`src/rtl/tpu_tile_sequencer.sv`:
```
// tpu_tile_sequencer: host command FIFO feeding weight-load (B), activation (A), bias (C) and writeback (D) stages.
// Optional performance counters are enabled by defining TPU_SEQ_PERF_COUNTERS_EN.
module tpu_tile_sequencer #(
  parameter int ADDR_WIDTH = 10,
  parameter int SYSTOLIC_ARRAY_WIDTH = 16,
  parameter int CMD_FIFO_DEPTH = 4,
  parameter int WB_QUEUE_DEPTH = 4
) (
  input  logic clk,
  input  logic rst,
  input  logic cmd_valid,
  input  logic [24+4*ADDR_WIDTH-1:0] cmd_data,
  output logic cmd_ready,
  output logic cmd_err,
  output logic busy,
  output logic done_irq,
  output logic ctrl_rd_en_b,
  output logic [ADDR_WIDTH-1:0] ctrl_rd_addr_b,
  output logic ctrl_b_accept_w,
  output logic [$clog2(SYSTOLIC_ARRAY_WIDTH)-1:0] ctrl_b_weight_index,
  output logic ctrl_rd_en_a,
  output logic [ADDR_WIDTH-1:0] ctrl_rd_addr_a,
  output logic ctrl_a_switch,
  output logic ctrl_a_valid,
  output logic ctrl_psum_valid,
  output logic ctrl_rd_en_c,
  output logic [ADDR_WIDTH-1:0] ctrl_rd_addr_c,
  output logic ctrl_c_valid,
  output logic [2:0] ctrl_vpu_mode,
  input  logic core_writeback_valid,
  output logic [ADDR_WIDTH-1:0] ctrl_wr_addr_d,
  output logic [SYSTOLIC_ARRAY_WIDTH-1:0] ctrl_row_mask,
  output logic [SYSTOLIC_ARRAY_WIDTH-1:0] ctrl_col_mask,
  output logic [31:0] perf_busy_cycles,
  output logic [15:0] perf_cmds_done
);
  localparam int AW = ADDR_WIDTH, W = SYSTOLIC_ARRAY_WIDTH, CW = 24 + 4*AW, TW = 16 + 2*AW, QW = 16 + AW;
  localparam int FPW = $clog2(CMD_FIFO_DEPTH), FCW = FPW + 1;
  localparam int QPW = WB_QUEUE_DEPTH > 1 ? $clog2(WB_QUEUE_DEPTH) : 1;
  localparam int IW = $clog2(WB_QUEUE_DEPTH + 1), WI = $clog2(W);
  typedef enum logic [1:0] {B_IDLE, B_LOAD, B_HAND} b_state_t;
  logic [CW-1:0] fifo [CMD_FIFO_DEPTH];
  logic [FPW-1:0] wp, rp;
  logic [FCW-1:0] fcnt;
  logic push, pop, bad, pop_ok, b_trig, a_acc, a_last, c_last, c_free, q_push, q_pop, d_fin, d_free;
  logic [IW-1:0] inflight, qcnt;
  b_state_t b_st, b_nx;
  logic [CW-1:0] b_cmd;
  logic [WI-1:0] b_cnt;
  logic a_active, c_active, c_pend, d_active;
  logic [7:0] a_cnt, a_k, c_cnt, d_cnt, d_m, d_n;
  logic [AW-1:0] a_addr;
  logic [TW-1:0] a_tail, pend_tail, c_tail;
  logic [QW-1:0] q [WB_QUEUE_DEPTH];
  logic [QPW-1:0] qwp, qrp;
  assign cmd_ready = fcnt < FCW'(CMD_FIFO_DEPTH);
  assign bad = cmd_valid && cmd_ready && (cmd_data[7:0] == 8'd0 || cmd_data[15:8] == 8'd0 || cmd_data[23:16] == 8'd0);
  assign push = cmd_valid && cmd_ready && !bad;
  assign pop_ok = fcnt != '0 && inflight < IW'(WB_QUEUE_DEPTH);
  assign pop = pop_ok && (b_st == B_IDLE || (b_st == B_HAND && a_acc));
  always_ff @(posedge clk) begin
    if (rst) begin
      wp <= '0;
      rp <= '0;
      fcnt <= '0;
      cmd_err <= 1'b0;
      inflight <= '0;
    end else begin
      if (push) begin
        fifo[wp] <= cmd_data;
        wp <= wp + 1'b1;
      end
      if (pop) rp <= rp + 1'b1;
      fcnt <= fcnt + FCW'(push) - FCW'(pop);
      cmd_err <= bad;
      inflight <= inflight + IW'(pop) - IW'(done_irq);
    end
  end
  always_ff @(posedge clk) b_st <= rst ? B_IDLE : b_nx;
  always_comb begin
    b_nx = b_st == B_IDLE ? (pop ? B_LOAD : B_IDLE)
         : b_st == B_LOAD ? (b_cnt == WI'(W-1) ? B_HAND : B_LOAD)
         : (a_acc ? (pop ? B_LOAD : B_IDLE) : B_HAND);
  end
  always_comb begin
    ctrl_rd_en_b = b_st == B_LOAD;
    b_trig = b_st == B_HAND;
  end
  assign ctrl_rd_addr_b = ctrl_rd_en_b ? b_cmd[24+AW +: AW] + AW'(b_cnt) : '0;
  always_ff @(posedge clk) begin
    if (rst) begin
      ctrl_b_accept_w <= 1'b0;
      ctrl_b_weight_index <= '0;
    end else begin
      ctrl_b_accept_w <= ctrl_rd_en_b;
      ctrl_b_weight_index <= ctrl_rd_en_b ? WI'(W-1) - b_cnt : '0;
    end
    if (pop) begin
      b_cmd <= fifo[rp];
      b_cnt <= '0;
    end else if (ctrl_rd_en_b) b_cnt <= b_cnt + 1'b1;
  end
  // A may start a new job on its own last read only if the finishing job can go straight into C.
  assign a_last = a_active && a_cnt == a_tail[7:0] - 8'd1;
  assign c_last = c_active && c_cnt == c_tail[7:0] - 8'd1;
  assign c_free = !c_active || c_last;
  assign a_acc = b_trig && (!a_active || a_last) && !c_pend && (!a_last || c_free);
  always_ff @(posedge clk) begin
    if (rst) begin
      a_active <= 1'b0;
      ctrl_a_valid <= 1'b0;
    end else begin
      ctrl_a_valid <= a_active;
      if (a_acc) begin
        a_active <= 1'b1;
        a_cnt <= '0;
        a_k <= b_cmd[15:8];
        a_addr <= b_cmd[24 +: AW];
        a_tail <= {b_cmd[24+3*AW +: AW], b_cmd[24+2*AW +: AW], b_cmd[23:16], b_cmd[7:0]};
      end else if (a_last) a_active <= 1'b0;
      else if (a_active) a_cnt <= a_cnt + 8'd1;
    end
  end
  assign ctrl_rd_en_a = a_active;
  assign ctrl_rd_addr_a = a_active ? a_addr + AW'(a_cnt) : '0;
  assign ctrl_a_switch = a_active && a_cnt == 8'd0;
  assign ctrl_psum_valid = ctrl_a_valid;
  always_ff @(posedge clk) begin
    if (rst) begin
      c_active <= 1'b0;
      c_pend <= 1'b0;
      ctrl_c_valid <= 1'b0;
    end else begin
      ctrl_c_valid <= c_active;
      if (c_free) begin
        c_active <= c_pend || a_last;
        c_tail <= c_pend ? pend_tail : a_tail;
        c_cnt <= '0;
      end else c_cnt <= c_cnt + 8'd1;
      if (a_last && (c_pend || !c_free)) begin
        c_pend <= 1'b1;
        pend_tail <= a_tail;
      end else if (c_free) c_pend <= 1'b0;
    end
  end
  assign ctrl_rd_en_c = c_active;
  assign ctrl_rd_addr_c = c_active ? c_tail[16 +: AW] + AW'(c_cnt) : '0;
  assign q_push = c_last;
  assign d_fin = d_active && core_writeback_valid && d_cnt == d_m - 8'd1;
  assign d_free = !d_active || d_fin;
  assign q_pop = d_free && qcnt != '0;
  always_ff @(posedge clk) begin
    if (rst) begin
      qwp <= '0;
      qrp <= '0;
      qcnt <= '0;
      d_active <= 1'b0;
      done_irq <= 1'b0;
      ctrl_wr_addr_d <= '0;
    end else begin
      if (q_push) begin
        q[qwp] <= {c_tail[16+AW +: AW], c_tail[15:0]};
        qwp <= qwp == QPW'(WB_QUEUE_DEPTH-1) ? '0 : qwp + 1'b1;
      end
      if (q_pop) qrp <= qrp == QPW'(WB_QUEUE_DEPTH-1) ? '0 : qrp + 1'b1;
      qcnt <= qcnt + IW'(q_push) - IW'(q_pop);
      done_irq <= d_fin;
      if (q_pop) begin
        d_active <= 1'b1;
        d_cnt <= '0;
        d_m <= q[qrp][7:0];
        d_n <= q[qrp][15:8];
        ctrl_wr_addr_d <= q[qrp][16 +: AW];
      end else begin
        if (d_fin) d_active <= 1'b0;
        if (d_active && core_writeback_valid) begin
          d_cnt <= d_cnt + 8'd1;
          ctrl_wr_addr_d <= ctrl_wr_addr_d + 1'b1;
        end
      end
    end
  end
  always_comb begin
    ctrl_row_mask = '0;
    ctrl_col_mask = '0;
    for (int i = 0; i < W; i++) begin
      ctrl_row_mask[i] = a_active && (i < int'(a_k));
      ctrl_col_mask[i] = d_active && (i < int'(d_n));
    end
  end
  assign ctrl_vpu_mode = 3'b001;
  assign busy = fcnt != '0 || b_st != B_IDLE || a_active || c_active || c_pend || qcnt != '0 || d_active;
`ifdef TPU_SEQ_PERF_COUNTERS_EN
  always_ff @(posedge clk) begin
    if (rst) begin
      perf_busy_cycles <= '0;
      perf_cmds_done <= '0;
    end else begin
      if (busy && perf_busy_cycles != '1) perf_busy_cycles <= perf_busy_cycles + 32'd1;
      if (done_irq) perf_cmds_done <= perf_cmds_done + 16'd1;
    end
  end
`else
  assign perf_busy_cycles = '0;
  assign perf_cmds_done = '0;
`endif
endmodule

```
`config.mk`:
```
export PLATFORM = sky130hd
export DESIGN_NAME = tpu_tile_sequencer
export DESIGN_NICKNAME = d
export VERILOG_FILES = /design/src/rtl/tpu_tile_sequencer.sv
export SDC_FILE = /design/constraint.sdc
export NUM_CORES = 1
export LEC_CHECK = 0
export ABC_CLOCK_PERIOD_IN_PS = 8000
export CAP_MARGIN = 40
export CORE_MARGIN = 3
export CORE_UTILIZATION = 55
export CTS_CLUSTER_SIZE = 20
export DETAILED_ROUTE_END_ITERATION = 8
export GPL_TIMING_DRIVEN = 0
export PLACE_DENSITY_LB_ADDON = 0.12
export SLEW_MARGIN = 40
export SYNTH_ARGS = -nofsm -noshare
export SYNTH_HDL_FRONTEND = slang
export SYNTH_SLANG_ARGS = --single-unit
```
`constraint.sdc`:
```
create_clock -name clk -period 8 [get_ports clk]
set_clock_uncertainty 0.1 [all_clocks]
set_input_delay 1.6 -clock clk [delete_from_list [all_inputs] [get_ports clk]]
set_output_delay 1.6 -clock clk [all_outputs]
set_load 0.02 [all_outputs]
```
# Yosys cells after proc, flatten, opt, wreduce, memory -nomap -nowiden
# Memories as Yosys holds them, arrays and structs flattened. A register that Yosys moved wholly into a read port is not among the register bits.
# Cells that the tools add are included.
[word_totals]
ff_bits = 212
latch_bits = 0
ramBits = 360
mem_bits_ro = 0
in_bits = 68
output_inout_bits = 139
mem_count = 2
[classes]
addsub = 22
n_mul = 0
div_mod_pow = 0
n_lt_le_gt_ge = 34
eq_ne = 9
shifts = 0
n_mux = 30
bitwise = 2
n_reduce_logical = 90
[memory_table]
columns = ["name", "depth", "width", "rd", "rd_clocked_by_memory_dff", "wr", "line_no", "source"]
rows = [
  ["fifo", 4, 64, 1, 1, 1, "42", "logic [CW-1:0] fifo [CMD_FIFO_DEPTH];"],
  ["q", 4, 26, 1, 1, 1, "54", "logic [QW-1:0] q [WB_QUEUE_DEPTH];"],
]
[op_table]
columns = ["cell", "count"]
rows = [
  ["4-bit by 8-bit < comparator with 1-bit output (first input constant)", 16],
  ["3-bit by 8-bit < comparator with 1-bit output (first input constant)", 8],
  ["10-bit two-way mux", 5],
  ["1-bit logical AND", 48],
  ["36-bit two-way mux", 1],
  ["8-bit zero test", 4],
  ["1-bit by 8-bit < comparator with 1-bit output (first input constant)", 4],
  ["2-bit by 8-bit < comparator with 1-bit output (first input constant)", 4],
  ["8-bit by 1-bit adder with 8-bit output (second input constant)", 3],
  ["8-bit equality test", 3],
  ["8-bit two-way mux", 3],
  ["8-bit by 1-bit subtractor with 8-bit output (second input constant)", 3],
  ["10-bit by 8-bit adder with 10-bit output", 2],
  ["2-bit two-way mux", 8],
  ["1-bit logical OR", 15],
  ["1-bit two-way mux", 13],
  ["2-bit nonzero test", 6],
  ["10-bit by 1-bit adder with 10-bit output (second input constant)", 1],
  ["10-bit by 4-bit adder with 10-bit output", 1],
  ["2-bit AND reduction", 5],
  ["3-bit by 1-bit adder with 3-bit output", 3],
  ["3-bit by 1-bit subtractor with 3-bit output", 3],
  ["2-bit by 1-bit adder with 2-bit output (second input constant)", 4],
  ["1-bit zero test", 7],
  ["other kinds (12)", 17],
]

# Longest topological paths before layout
# Gate-level depths: netlist of run 1.
[depth]
depth_word = 14
mapped_depth = 15

# Worst setup path after synthesis of run 1
# No wires, ideal clock.
[synth_timing]
path_type = "reg2reg"
startpoint = "register c_tail[0]"
endpoint = "register fcnt[2]"
setup_ns = 0.128
arrival_ns = 4.721
slack_ns = 3.051
stages_incl_launch_ff = 16
path_cell_list = "edfxtp_1 inv_1 ha_1 xnor2_1 nor3_1 nand4b_1 a211oi_4 nor2_2 a211oi_4 xnor2_1 ha_1 inv_1 fa_1 xnor2_1 xnor2_1 nor2_1"
[synth_between]
elab_chain_len = 10
[synth_lines]
columns = ["element", "line_no", "source"]
rows = [
  ["from (decl)", "53", "logic [TW-1:0] a_tail, pend_tail, c_tail;"],
  ["from (signal assigned)", "137", "c_tail <= c_pend ? pend_tail : a_tail;"],
  ["8-bit by 1-bit subtractor with 8-bit output", "105", "assign c_last = c_active && c_cnt == c_tail[7:0] - 8'd1;"],
  ["8-bit equality test", "105", ""],
  ["1-bit logical AND", "105", ""],
  ["1-bit logical OR", "106", "assign c_free = !c_active || c_last;"],
  ["1-bit logical OR", "107", "assign a_acc = b_trig && (!a_active || a_last) && !c_pend && (!a_last || c_free);"],
  ["1-bit logical AND", "107", ""],
  ["1-bit logical AND", "60", "assign pop = pop_ok && (b_st == B_IDLE || (b_st == B_HAND && a_acc));"],
  ["1-bit logical OR", "60", ""],
  ["1-bit logical AND", "60", ""],
  ["net pop", "45", "logic push, pop, bad, pop_ok, b_trig, a_acc, a_last, c_last, c_free, q_push, q_pop, d_fin, d_free;"],
  ["3-bit by 1-bit subtractor with 3-bit output", "74", "fcnt <= fcnt + FCW'(push) - FCW'(pop);"],
  ["to (signal assigned)", "74", ""],
  ["to (decl)", "44", "logic [FCW-1:0] fcnt;"],
]
# The timed path passes the listed nets, and every way through them passes these cells.
# A chain may end at the register's enable or synchronous reset.

# Final worst setup path of run 1
[layout_timing]
startpoint = "register c_cnt[0]"
endpoint = "output port ctrl_rd_addr_c[8]"
[layout_between]
elab_chain_len = 2
[layout_lines]
columns = ["element", "line_no", "source"]
rows = [
  ["from (decl)", "51", "logic [7:0] a_cnt, a_k, c_cnt, d_cnt, d_m, d_n;"],
  ["from (signal assigned)", "139", "end else c_cnt <= c_cnt + 8'd1;"],
  ["10-bit by 8-bit adder with 10-bit output", "147", "assign ctrl_rd_addr_c = c_active ? c_tail[16 +: AW] + AW'(c_cnt) : '0;"],
  ["10-bit two-way mux", "147", ""],
  ["to (decl)", "27", "output logic [ADDR_WIDTH-1:0] ctrl_rd_addr_c,"],
]
# Every way passes these cells.

==> results.yml, run 1 <==
final_layout:
  final_cells: 2397
  drive_above_1_share_pct: 18.5
  final_util_pct: 67.0
  design_area_um2: 30600
  syn_to_final_growth_pct: 19.4
  layout.nets: 1864
  antenna_cells: 0
setup_path:
  cp-end-kind: "output port"
  critPathLaunch: "c_cnt[0]$_SDFFCE_PP0N_"
  critPathKind: "register to output port"
  crit_required_ns: 6.30
  cp_top_family: "compound AO/OA/AOI/OAI gates"
  slowest_delay_ns: 0.67
  cpMaxStageDelayCell: "clkdlybuf4s50_1"
  crit_fanout: 7
  crit_arrival_ns: 3.72
  cp_num_buf_inv: 1
  critPathLaunchType: "register"
  reg2reg_from: "c_tail[0]$_DFFE_PP_"
  path_common_cell: "a21oi_1"
  path_cells: "ha_1 > fa_1 > a21o_1 > a21oi_1 > o21bai_1 > a21oi_1 > o21ai_0 > xnor2_1 > nor2_1 > clkdlybuf4s50_1"
pwr:
  pwr-share-seq_pct: 46.4
  power_frac_clock_pct: 30.8
  combPwrFrac_pct: 22.7
  sw_frac_of_total_pct: 27.3
  irDropWorstVdd_mv: 0.183
  p_switching_w: 0.00262
  intPower_w: 0.00695
  pwr_density_cell_nw_per_um2: 313
  p_leak_nw: 10.4
clock_network:
  htreeDepth: 3
  clk_pin_slew_ns: 0.06
  cts_hold_buf: 0
  clock_path_buffers: 3
  numCtsBuffers: 67
  clock-sinks: 638
  clock_latency_ns: 0.59
  post_cts_resized: 0
  cts-root-buf: "clkbuf_16"
  post_cts_buffers: 0
  tritoncts: "built"
yosys:
  synth_simple_gate_area_share_pct: 5.75
  seq_area_frac_synth_pct: 72.8
  synth_edf_count: 590
  netlist_top_cells_area: "edfxtp_1 (69%), mux4_2 (7.9%), dfxtp_1 (3.7%)"
  yosysTopAreaCell: "edfxtp_1"
  synth-async-reset-ratio_pct: 0
  synth-xor-area-share_pct: 3.09
  netlist_area_um2: 25600
  synthCells: 1454
  synth_top_area_share_pct: 69.1
  muxShareOfSynthArea_pct: 9.61
  synthDistinctLibCells: 71
  synth-compound-area-share_pct: 3.17
  synth_fa_ha_area_share_pct: 2.61
  syn_area_per_cell_um2: 17.6
  ys_ff_latch: 638
  synthFlopType: "edfxtp_1"
  ys_warn_count: 0
  synth_top_family_by_area: "multiplexers"
timing:
  rsz0062_at_grt: "no"
  fin_crit_ns: 5.42
  slew_viol_final: 0
  finalCritPeriodShare_pct: 67.7
  tns_ns: 0
  slew_headroom_pct: 45.4
  finalSetupViolations: 0
  hold_viol_final: 0
  worst_slew_pin_slew_ns: 0.820
  fmax_mhz: 185
  fin_ws_ns: 2.58
run:
  cap_viol_max_count: 0
placed_design:
  dp.final_hpwl_mm: 33.3
  dp.cells: 2277
  portBuffers: 154
  place_area_um2: 28500
  gp_congestion: 0.853
  place_ws_ns: 3.13
global_routing:
  grt.total_usage_pct: 20.4
  antenna_found_initial: 0
  grt_pass1_wl_mm: 77.8
  grt_start_max_net_pins: 34
  grt.met3_usage_pct: 3.65
  grt_util_met2_pct: 34.9
  grt-ovfl-total: 0
  busiest_layer: "met2"
  grt_pass1_vias: 13700
  grtUsageMet1_pct: 27.1
floorplan:
  die_h_um: 222
  io_pins: 207
  core.rowCount: 78
  start_util_pct: 56.1
  core_um2: 45700
  die-area_um2: 49300
  die_w_um: 222
route:
  routed_wl_mm: 49.5
  dr.pass1.iters: 5
  drt_iter0_markers: 937
  drc_errors: 0
  ant_nets: 0
  num_vias: 13100
  wire_per_inst_um: 20.7
  via_per_inst: 5.48
min_path:
  min_from: "b_cmd[60]$_DFFE_PP_"
  holdCritPathClass: "register to register"
run_status:
  status: "completed"
power by group through the flow:
stage	clock network, W	logic (W)	registers (W)
global placement	0	0.00207	0.00453
finish	0.00295	0.00218	0.00444
global route	0.00316	0.00238	0.00449
CTS	0.00301	0.00221	0.00445
floorplan	0	0.00140	0.00450
detailed placement	0	0.00220	0.00451
layout by cell type, fill, tap and decap left out, types with 10 or more instances in the layout:
master	count
clkbuf_1	44
o21ai_0	16
and3_1	13
ha_1	43
conb_1	51
a21oi_1	37
xor2_1	42
and2_1	17
nor2b_1	20
xnor2_1	44
clkinv_1	18
nor3_1	31
clkbuf_16	68
edfxtp_1	590
buf_4	59
nand2_1	49
clkdlybuf4s50_1	154
mux4_2	90
nor4_1	12
nor2_1	64
buf_2	10
inv_1	39
nand3_1	33
mux2_2	34
a211oi_1	10
dfxtp_1	48
logic make-up (layout without fill, tap and decap cells):
kind of cell	count (synthesis)	count (layout)
compound gates	118	118
xor+xnor	88	88
fa+ha+maj	50	50
buf+inv	144	438
flops	638	638
mux	129	129
other cells	2	51
simple gates	285	285
state kept, by name, summed over array words and instances, names as in the netlist, 3 cells and up, named ones only:
name                 cells
fifo                   256
q                      104
b_cmd                   64
a_tail                  36
c_tail                  36
pend_tail               36
a_addr                  10
ctrl_wr_addr_d          10
a_cnt                    8
a_k                      8
c_cnt                    8
d_cnt                    8
d_m                      8
d_n                      8
b_cnt                    4
ctrl_b_weight_index      4
fcnt                     3
inflight                 3
qcnt                     3
worst register-to-register path, stage by stage (launching register included):
cell	delay (ns)
edfxtp_1	0.53
inv_1	0.13
ha_1	0.32
xnor2_1	0.13
nor3_1	0.23
nand4b_1	0.22
a211oi_4	0.37
nor2_2	0.18
a211oi_4	0.63
xnor2_1	0.20
ha_1	0.17
inv_1	0.05
fa_1	0.37
xnor2_1	0.20
xnor2_1	0.15
nor2_1	0.05
area by class of cell:
type,instances,area (um^2)
buffer,103,602
clock buffer,80,1760
clock inverter,39,343
fill,3095,15100
inverter,41,154
multi-input combinational,721,6470
sequential,638,18700
tap,600,751
timing repair buffer,175,1860
metal layers:
metal  part of all wire, %  wire length [um]
met5                     0                 0
met4                   2.2              1070
met3                   4.4              2190
met2                    51             25400
met1                    42             20900
through the flow:
step	power (W)	hold slack (ns)
floorplan	0.00589	0.300
global placement	0.00660	0.302
global route	0.0100	0.324
CTS	0.00967	0.318
finish	0.00957	0.317
detailed placement	0.00671	0.305
cell usage after synthesis, types with 16 or more instances:
master	instances
edfxtp_1	590
mux4_2	90
nor2_1	67
buf_4	53
nand2_1	49
dfxtp_1	48
xnor2_1	44
ha_1	43
xor2_1	42
inv_1	39
a21oi_1	38
clkbuf_1	35
mux2_2	34
nand3_1	33
nor3_1	31
and2_1	22
nor2b_1	20
and3_1	17
o21ai_0	16
path summary, 6_finish.rpt:
kind | end | depth (start not counted) | slack [ns]
worst max-delay path | ctrl_rd_addr_c[8] | 10 | 2.58
worst min-delay path | a_tail[32]$_DFFE_PP_ | 0 | 0.32
worst max register to register | fcnt[2]$_SDFF_PP0_ | 15 | 3.82
worst min register to register | a_tail[32]$_DFFE_PP_ | 0 | 0.32
(Power assumes the default switching activity.)
==> inputs of run 2 (changes only) <==
- ABC_CLOCK_PERIOD_IN_PS: 8000 -> 4600
- CORE_UTILIZATION: 55 -> 52
- clock period: 8 -> 4.6 ns (I/O delays scaled with it)
==> run 2 against run 1 <==
  * Die area grew 5.6%
  * Power grew 73%
  * First-iteration DRC count shrank 18%
  * Largest power group unchanged
  * Largest cell class unchanged
  * Combinational power grew 73%
  * Via count shrank 0.46%
  * Utilization shrank 3.4 points
  * Worst setup slack lost 2.4 ns
  * Design area grew 0.27%
==> results.yml, run 2 (synthesis gave the netlist of run 1 again) <==
timing:
  worst_slew_pin_slew_ns: 0.831
  hold_viol_final: 0
  fin_crit_ns: 4.44
  fmax_mhz: 225
  finalCritPeriodShare_pct: 96.5
  rsz0062_at_grt: "no"
  slew_viol_final: 0
  finalSetupViolations: 0
  tns_ns: 0
  slew_headroom_pct: 44.2
run_status:
  status: "completed"
run:
  cap_viol_max_count: 0
global_routing:
  grt.total_usage_pct: 19.2
  grt-ovfl-total: 0
  grt_start_max_net_pins: 39
  antenna_found_initial: 1
  grt_pass1_vias: 13500
  grt_pass1_wl_mm: 77.0
clock_network:
  clk_pin_slew_ns: 0.06
  clock-sinks: 638
  cts-root-buf: "clkbuf_16"
  clock_latency_ns: 0.59
  tritoncts: "built"
  clock_path_buffers: 3
  numCtsBuffers: 67
  cts_hold_buf: 0
  htreeDepth: 3
final_layout:
  n_fill_cell: 3509
  top_register: "fifo"
  final_cells: 2458
  largestRegisters: "fifo (256), q (104), b_cmd (64)"
  syn_to_final_growth_pct: 19.7
  layout.nets: 1868
  final_cell_mix: "edfxtp_1 (590), clkdlybuf4s50_1 (151), mux4_2 (90)"
  mostFrequentLayoutCell: "edfxtp_1"
  largest_reg_flops: 256
  drive_above_1_share_pct: 18.9
setup_path:
  crit_arrival_ns: 3.42
  crit_fanout: 7
  critPathKind: "register to output port"
  critPathLaunchType: "register"
  cp-end-kind: "output port"
  crit_required_ns: 3.58
route:
  num_vias: 13100
  dr.pass1.iters: 5
  wire_per_inst_um: 20.0
  ant_nets: 0
  drc_errors: 0
  drt_iter0_markers: 773
  via_per_inst: 5.32
  routed_wl_mm: 49.1
floorplan:
  core_um2: 48200
  die-area_um2: 52000
  die_h_um: 228
  start_util_pct: 53.2
  io_pins: 207
  core.rowCount: 80
  die_w_um: 228
placed_design:
  dp.final_hpwl_mm: 34.0
  portBuffers: 154
  dp.cells: 2335
  gp_congestion: 0.832
pwr:
  irDropWorstVdd_mv: 0.306
  pwr_density_cell_nw_per_um2: 538
  p_leak_nw: 10.4
min_path:
  holdCritPathClass: "register to register"
run 2: cell types whose count changed in the layout (fill, tap and decap cells not counted), sizes merged:
cell	previous run	this run
clkdlybuf4s50	154	151
buf	88	93
clkinv	25	20
inv	47	46
diode	0	1
dlymetal6s2s	0	2
dlygate4sd2	0	1
bufinv	5	2
clkbuf	116	124
run 2: path summary, 6_finish.rpt:
path / start / endpoint / slack, ns / depth (start not counted)
setup reg to reg: c_tail[0]$_DFFE_PP_ / fcnt[2]$_SDFF_PP0_ / 0.40 / 16
hold / removal: b_cmd[48]$_DFFE_PP_ / a_tail[20]$_DFFE_PP_ / 0.31 / 0
hold reg to reg: b_cmd[48]$_DFFE_PP_ / a_tail[20]$_DFFE_PP_ / 0.31 / 0
setup / recovery: c_cnt[0]$_SDFFCE_PP0N_ / ctrl_rd_addr_c[6] / 0.16 / 9
run 2: cell type report:
type | count | area [um^2] | area share [%]
well taps | 656 | 821 | 2.67
plain buffers | 103 | 602 | 1.96
repair buffers | 179 | 1910 | 6.21
inverters | 41 | 154 | 0.501
clock inverters | 30 | 221 | 0.721
multi-input cells | 721 | 6480 | 21.1
clock buffers | 89 | 1830 | 5.97
flip-flops and latches | 638 | 18700 | 60.8
diodes | 1 | 2.50 | 0.00815
run 2: critical path, cell delays in order (launching register included):
cell and delay (ns):
edfxtp_1 0.51, ha_1 0.28, fa_1 0.41, a21o_1 0.18, a21oi_1 0.21, o21bai_1 0.10, a21oi_1 0.23, xor2_1 0.10
nor2_1 0.17, clkdlybuf4s50_1 0.64
run 2: repair_timing:
item	in CTS	in global routing
gates cloned	0	0
setup endpoints to repair	3	6
gates resized for setup	3	4
setup buffers	1	2
run 2: power breakdown:
| group | internal, W | total (W) | switching, W |
|---|---|---|---|
| combinational | 0.00172 | 0.00378 | 0.00206 |
| sequential | 0.00737 | 0.00772 | 0.000355 |
| clock | 0.00292 | 0.00503 | 0.00210 |
run 2: metrics by stage:
stage | setup WS [ns] | util (%) | hold WS [ns] | total power, W | cell area, um^2
4_1_cts | 0.0124 | 63.6 | 0.308 | 0.0167 | 30700
3_3_place_gp | -1.93 | 58.4 | 0.302 | 0.0115 | 28200
2_1_floorplan | -0.307 | - | 0.300 | 0.0102 | 25800
3_5_place_dp | 0.379 | 59.3 | 0.305 | 0.0117 | 28600
5_1_grt | 0.0103 | 63.6 | 0.323 | 0.0173 | 30700
6_report | 0.161 | 63.6 | 0.306 | 0.0165 | 30700
run 2: per-layer routing:
metal	part of all wire (%)	GRT usage, %	vias to the layer above
met2	52	33.1	251
li1	-	-	6116
met4	2.6	5.92	0
met3	3.8	3.72	83
met5	0	0	-
met1	42	24.8	6634
